`src/rtl/dispatch_unit.sv`:
```
// dispatch_unit: single-issue dispatch stage behind the 1-entry dispatch FIFO.
// Each cycle it accepts at most one renamed instruction, allocates a ROB entry
// and writes the instruction into the ALU, LSU or BRU reservation station.
// It also owns the physical-register busy table. Bits are set when an
// instruction that writes a destination dispatches, and cleared by writeback
// broadcasts. A writeback in the same cycle bypasses into the ready bits.
// Optional feature macro: DISPATCH_STALL_CNT_EN adds saturating 32-bit stall
// counters, stall_rob_cnt and stall_rs_cnt.

package ooop_types;
    localparam int PREG_W = 7;

    typedef struct packed {
        logic [PREG_W-1:0] prs1;
        logic [PREG_W-1:0] prs2;
        logic [PREG_W-1:0] prd;
        logic              rd_we;
        logic [1:0]        fu_type;
    } rename_pkt_t;
endpackage

module dispatch_unit #(
    parameter int NPREG     = 128,
    parameter int NWB       = 3,
    parameter int ROB_IDX_W = 5
) (
    input  logic                          clk,
    input  logic                          rst_n,
    input  logic                          flush_i,
    input  logic                          in_valid,
    output logic                          in_ready,
    input  ooop_types::rename_pkt_t       in_pkt,
    input  logic                          rob_alloc_ready,
    input  logic [ROB_IDX_W-1:0]          rob_alloc_idx,
    output logic                          rob_alloc_valid,
    output logic [2:0]                    rs_valid,
    input  logic [2:0]                    rs_ready,
    output ooop_types::rename_pkt_t       rs_pkt,
    output logic                          rs_src1_rdy,
    output logic                          rs_src2_rdy,
    output logic [ROB_IDX_W-1:0]          rs_rob_idx,
    input  logic [NWB-1:0]                wb_valid,
    input  logic [NWB*$clog2(NPREG)-1:0]  wb_preg
`ifdef DISPATCH_STALL_CNT_EN
    ,
    output logic [31:0]                   stall_rob_cnt,
    output logic [31:0]                   stall_rs_cnt
`endif
);

    localparam int PREG_W = $clog2(NPREG);

    // fu_type encoding
    localparam logic [1:0] FU_ALU = 2'd0;
    localparam logic [1:0] FU_LSU = 2'd1;
    localparam logic [1:0] FU_BRU = 2'd2;

    logic [NPREG-1:0] busy;
    logic [NPREG-1:0] busy_nxt;
    logic [NPREG-1:0] wb_clr;
    logic             rs_sel_rdy;
    logic             fire;
    logic             src1_byp;
    logic             src2_byp;

    // Free-slot indication of the RS selected by fu_type; illegal type never ready
    always_comb begin
        rs_sel_rdy = 1'b0;
        case (in_pkt.fu_type)
            FU_ALU:  rs_sel_rdy = rs_ready[0];
            FU_LSU:  rs_sel_rdy = rs_ready[1];
            FU_BRU:  rs_sel_rdy = rs_ready[2];
            default: rs_sel_rdy = 1'b0;
        endcase
    end

    assign fire = in_valid && rob_alloc_ready && rs_sel_rdy && !flush_i;

    // Same-cycle writeback bypass match against both source tags
    always_comb begin
        src1_byp = 1'b0;
        src2_byp = 1'b0;
        for (int i = 0; i < NWB; i++) begin
            if (wb_valid[i] && (wb_preg[i*PREG_W +: PREG_W] == in_pkt.prs1)) begin
                src1_byp = 1'b1;
            end
            if (wb_valid[i] && (wb_preg[i*PREG_W +: PREG_W] == in_pkt.prs2)) begin
                src2_byp = 1'b1;
            end
        end
    end

    // Decode writeback tags into a clear mask; duplicate tags simply overlap
    always_comb begin
        wb_clr = '0;
        for (int i = 0; i < NWB; i++) begin
            if (wb_valid[i]) begin
                wb_clr[wb_preg[i*PREG_W +: PREG_W]] = 1'b1;
            end
        end
    end

    // Next busy table: clear on writeback, then a dispatching destination sets
    // (so a set wins over a same-cycle clear); entry 0 is held at zero
    always_comb begin
        busy_nxt = busy & ~wb_clr;
        if (fire && in_pkt.rd_we && (in_pkt.prd != '0)) begin
            busy_nxt[in_pkt.prd] = 1'b1;
        end
        busy_nxt[0] = 1'b0;
    end

    // Busy table register: reset over flush over normal update
    always_ff @(posedge clk) begin
        if (!rst_n) begin
            busy <= '0;
        end else if (flush_i) begin
            busy <= '0;
        end else begin
            busy <= busy_nxt;
        end
    end

    // Dispatch outputs are purely combinational; zero-latency handshake
    always_comb begin
        in_ready        = fire;
        rob_alloc_valid = fire;
        rs_valid        = 3'b000;
        if (fire) begin
            rs_valid = 3'b001 << in_pkt.fu_type;
        end
        rs_pkt      = in_pkt;
        rs_rob_idx  = rob_alloc_idx;
        rs_src1_rdy = !busy[in_pkt.prs1] || src1_byp;
        rs_src2_rdy = !busy[in_pkt.prs2] || src2_byp;
    end

`ifdef DISPATCH_STALL_CNT_EN
    logic stall;

    function automatic logic [31:0] sat_inc(input logic [31:0] v);
        sat_inc = (v == 32'hFFFF_FFFF) ? v : v + 32'd1;
    endfunction

    assign stall = in_valid && !flush_i && !fire;

    // Stall attribution: ROB full takes precedence, everything else is the RS;
    // flush does not clear these
    always_ff @(posedge clk) begin
        if (!rst_n) begin
            stall_rob_cnt <= 32'd0;
            stall_rs_cnt  <= 32'd0;
        end else if (stall) begin
            if (!rob_alloc_ready) begin
                stall_rob_cnt <= sat_inc(stall_rob_cnt);
            end else begin
                stall_rs_cnt <= sat_inc(stall_rs_cnt);
            end
        end
    end
`endif

endmodule

```
`config.mk`:
```
export PLATFORM = sky130hd
export DESIGN_NAME = dispatch_unit
export DESIGN_NICKNAME = d
export VERILOG_FILES = /design/src/rtl/dispatch_unit.sv
export SDC_FILE = /design/constraint.sdc
export NUM_CORES = 1
export LEC_CHECK = 0
export ABC_CLOCK_PERIOD_IN_PS = 3600
export CAP_MARGIN = 20
export CORE_MARGIN = 2
export CORE_UTILIZATION = 59
export CTS_CLUSTER_SIZE = 30
export DETAILED_ROUTE_END_ITERATION = 6
export PLACE_DENSITY = 0.82
export REMOVE_ABC_BUFFERS = 1
export SETUP_SLACK_MARGIN = 0.5
export SLEW_MARGIN = 20
export SYNTH_ARGS = -nofsm -noshare
export SYNTH_HDL_FRONTEND = slang
export SYNTH_SLANG_ARGS = --single-unit
```
`constraint.sdc`:
```
create_clock -name clk -period 3.6 [get_ports clk]
set_input_delay 0.72 -clock clk [delete_from_list [all_inputs] [get_ports clk]]
set_output_delay 0.72 -clock clk [all_outputs]
set_load 0.01 [all_outputs]
```
[Yosys cells after proc, flatten, opt, wreduce, memory -nomap -nowiden]
Cells that the tools add are included.
Word-level totals
  bits in registers: 128
  input bits: 61
  output and inout bits: 36
  word-level logic and storage cells: 74
Cells by class
  magnitude comparators: 10
  equality and inequality tests: 8
  shift-type cells: 1
  muxes and demuxes: 24
  bitwise operators: 6
  reduce and logical (&&, ||, !) cells: 23
Operators by type and width (number)
  128-bit 2-to-1 mux: 4
  128-bit bitwise OR: 3
  128-bit bitwise AND: 1
  128-bit inverter: 1
  7-bit by 8-bit less-than comparator with 1-bit output (second input constant): 6
  7-bit equality test: 6
  1-bit demux with 7-bit select: 4
  7-bit by 1-bit >= comparator with 1-bit output (second input constant): 4
  1-bit logical AND: 15
  1-bit binary-select mux with 7-bit select: 2
  1-bit 2-to-1 mux: 12
  7-bit nonzero test: 1
  1-bit zero test: 3
  3-bit 2-to-1 mux: 1
  1-bit one-hot mux with 3 select lines: 1
  1-bit by 2-bit left shift with 3-bit output (first input constant): 1
  2-bit by 1-bit equality test with 1-bit output (second input constant): 1
  2-bit equality test (second input constant): 1
  2-bit zero test: 1
  1-bit logical OR: 2
  2-bit OR reduction: 1
  1-bit inverter: 1

[Logic depth before layout (Yosys ltp)]
  depth after elaboration: 13
  depth in mapped cells: 8
  mapped depth without buffers: 5

[Worst setup path before layout]
No wires, ideal clock.
  kind: input port to output port
  start point: input port in_pkt[18] (netlist bit)
  end point: output port rs_src1_rdy
  arrival: 2.425 ns
  required time: 2.880 ns
  path slack: 0.455 ns
  stages: 7
  buffers on the path: 2
  path through: buf_2 -> buf_1 -> mux4_1 -> mux4_2 -> nor4_1 -> nor4_1 -> nand4_1
On the way
  word-level cells in the longest chain between the ends: 6
  elaborated cells on any way between the ends: 13
  those cells by class: eq/ne: 3; mux: 5; reduce/logical: 5
Ends and longest elaborated chain
  start, declared: RTL line 32  | input ooop_types::rename_pkt_t in_pkt,
  parallel branches: the longest is 5 deep, another holds 1-bit binary-select mux with 7-bit select
  1-bit logical OR *: RTL line 134  | rs_src1_rdy = !busy[in_pkt.prs1] || src1_byp;
  end, declared: RTL line 39  | output logic rs_src1_rdy,
Every way passes the cells marked *. The select of a mux whose other input is x is not followed.

[Worst setup path after layout]
  start point: input port in_pkt[17] (netlist bit)
  end point: output port rs_src1_rdy
Same word-level chain as after synthesis.

==> results by group <==
Global route
  – Remaining Overflow, GRT: 0
  – Initial antenna violation count: 0
  – Number of global-route vias before repair: 11104
  – Gr usage total: 50.1%
  – Global-route wire length before repair: 66300 um
  – Maximum number of pins on one net before global-route repair: 76

Power and ir drop
  – NetSw: 1.15 mW
  – Comb power frac: 19.1%
  – Sequential share of power: 36.4%
  – Power, Total: 3.86 mW
  – Leak: 3.79 nW
  – Clock network fraction of total power: 44.4%
  – Switch share: 29.9%
  – Int Pwr: 2.70 mW
  – Maximum VDD drop: 0.377 mV
  – PwrDens: 317 nW/um2

Floorplanning
  – Chip height: 133 um
  – Core box area: 16300 um2
  – Die area: 17600 um2
  – Rows: 47
  – Top Ports: 97
  – Die W: 133 um
  – Initial core utilization: 59.7%

Drt
  – Post-DRT Antenna Nets: 0
  – First drt pass iteration count: 7
  – Vias per cell: 8.03
  – DR DRC count: 60
  – Vias: 11597
  – Number of DRC markers in iteration 0: 2390
  – Routed wire per std cell: 30.9 um
  – WL final: 44700 um

Timing
  – Slew headroom: 46.0%
  – Final Cycle Share: 96.3%
  – Hold slack: 0.508 ns
  – Setup violations, final: 0
  – Clock skew after layout: 0 ns
  – Max-slew violation count: 0
  – Worst-Margin Slew: 0.808 ns
  – Hold Fails Final Rpt: 0
  – Unrepaired setup endpoints after global routing: true
  – Final min period: 3.47 ns
  – Max Fclk: 0.289 GHz

Yosys
  – Commonest cells in the netlist: 128 x a22oi_1, 127 x dfxtp_1, 98 x o211ai_1
  – Post-synthesis xor/xnor area fraction: 3.77%
  – Largest family of logic cells by synthesized area: compound AO/OA/AOI/OAI gates
  – Number of distinct library cells after synthesis: 51
  – Synthesized cell area: 9760 um2
  – Synth Area in Simple Gates: 16.5%
  – Area leader, netlist: dfxtp_1
  – Synth Register Bits: 127
  – Top cell type's share of synthesized area: 26.0%
  – Sequential fraction of the synthesis area: 26.0%
  – Compound-Gate Fraction of Synth Area: 28.1%
  – Synth warn: 0
  – Synth area leaders: dfxtp_1 26%, mux4_2 13%, a22oi_1 9.8%
  – Asr flop ratio synth: 0%
  – Synth Area per Inst: 8.77 um2
  – Fraction of the mapped netlist area in adder cells: 0%
  – Number of flops mapped to enable cells by yosys: 0
  – Syn Inst Count: 1113
  – Mux cell area share after synthesis: 17.5%
  – Most numerous cell in the Yosys netlist: a22oi_1
  – Commonest register cell after synthesis: dfxtp_1

Setup path
  – Worst Path Required: 2.88 ns
  – Data arrival, critical path: 2.75 ns
  – Delay-heaviest family, CP: multiplexers
  – Max FO, Critical Path: 6
  – CP bufs+invs: 4
  – Sequence of cells on the critical path: buf_8 > buf_8 > buf_4 > mux4_1 > mux4_2 > nand3b_1 > o311ai_2 > nand4_1 > buf_2
  – CP peak stage delay: 0.56 ns
  – Worst setup path class: in2out
  – Setup crit end kind: primary output
  – CP max stage cell: mux4_1
  – CP Launch Type: primary input
  – Most frequent cell on the critical path: buf_8

Finish
  – Fin cells: 1444
  – # nets final: 1272
  – Top Registers: busy (127)
  – N_diodes: 0
  – Area of the multi-input gates: 6620 um2
  – Final Core Density: 74.3%
  – Register Area: 2540 um2
  – Final Cell Area: 12200 um2
  – Share of cells above drive strength 1: 23.9%
  – Biggest register: busy
  – Fillers: 1211
  – Max reg flops: 127
  – Syn-to-layout area delta: 24.5%

Placed design
  – Inst Count DP: 1398
  – Input/output buffers: 86
  – GPL Wtd Cong: 1.06
  – Dpl hpwl: 29000 um
  – Placement Cell Area: 11300 um2

Clock tree
  – Clock Sinks: 127
  – Clk Latency, worst-skew pair: 0.43 ns
  – H-tree levels: 4
  – CTS root buf: clkbuf_16
  – Clk pin slew, worst setup/hold paths: 0.06 ns
  – Clock Tree Buf Depth: 2
  – Hold-fix buffers, CTS: 0
  – CTS tree: done
  – Total CTS buffers: 17

Min path
  – Hold Path Class: reg2reg

Outcome
  – Status: complete, but fails checks
  – Failing checks: DRC

Flow run
  – Max_cap viols: 0
-- through the flow --
stage          setup WS [ns]  TNS (ns)
3_3_place_gp          -0.608    -0.978
4_1_cts                0.201         0
5_1_grt               0.0938         0
2_1_floorplan          0.599         0
6_report               0.134         0
3_5_place_dp          -0.613    -0.984
-- per-layer routing --
layer,wire length (um),global-route usage (%),up-vias,part of all wire [%]
li1,-,-,4582,-
met1,14200,60.2,5278,32
met2,17600,68.9,1313,39
met3,8430,25.6,422,19
met4,4410,35.8,2,9.9
met5,33,0,-,0.074
-- cell type report --
cell class	instances	area share [%]
Inverter	9	0.278
Multi-Input combinational cell	826	54.5
Clock inverter	12	0.906
Clock buffer	20	3.84
Timing Repair Buffer	230	17.3
Tap cell	220	2.27
Sequential cell	127	20.9
-- final timing paths --
| kind | end | startpoint | cells after the start | slack (ns) |
|---|---|---|---|---|
| worst min register to register | busy[74] | busy[74] | 2 | 0.51 |
| worst max-delay path | rs_src1_rdy | in_pkt[17] | 9 | 0.13 |
| worst min-delay path | busy[74] | busy[74] | 2 | 0.51 |
| worst max register to register | busy[6] | busy[6] | 2 | 2.82 |
-- power groups by stage --
stage / clock network, mW / registers, mW / logic (mW)
2_1_floorplan: 0 / 1.44 / 0.224
5_1_grt: 1.75 / 1.41 / 0.745
3_3_place_gp: 0 / 1.44 / 0.660
4_1_cts: 1.68 / 1.41 / 0.691
3_5_place_dp: 0 / 1.44 / 0.667
6_report: 1.71 / 1.41 / 0.737
-- worst reg2reg max path, delay by kind of cell, from the launching register on --
family | cells | cell delay, ns
AO/OA/AOI/OAI | 2 | 0.31
flip-flops | 1 | 0.38
-- cell families (layout without fill, tap and decap cells) --
group                  count (synthesis)  in the layout
AO/OA/AOI/OAI                        400            400
XOR/XNOR                              42             42
buffers and inverters                160            271
flip-flops                           127            127
multiplexers                          83             83
AND/OR/NAND/NOR                      301            301
-- cells in the final DEF (no fill, tap or decap), types with 4 or more instances in the layout --
cell type        instances
a21oi_1                 97
a22oi_1                128
buf_12                  11
buf_2                    5
buf_4                  127
buf_6                    6
clkbuf_16               17
clkdlybuf4s50_1         70
clkinv_2                 4
clkinv_4                 5
dfxtp_1                127
dlygate4sd2_1            5
inv_1                    8
mux2i_1                 13
mux4_1                   5
mux4_2                  62
nand2_1                 70
nand2b_1                11
nand3_1                 78
nand3b_1                 8
nand4_1                 18
nor2_1                  37
nor2b_1                  9
nor3_1                  13
nor3b_2                  9
nor4_1                   7
nor4b_2                  8
nor4bb_4                 4
o2111ai_1               32
o211ai_1                98
o21ai_0                 30
or2_2                    5
xnor2_1                 29
xor2_1                  13
-- timing repair --
| action | in CTS | in global routing |
|---|---|---|
| endpoints found under the setup margin | 7 | 5 |
| gates cloned | 2 | 0 |
| resized for setup | 50 | 12 |
| setup buffers | 9 | 3 |
| hold endpoints to repair | 0 | 0 |
| pin swaps | 11 | 1 |
Power figures use the tool's default switching activity.
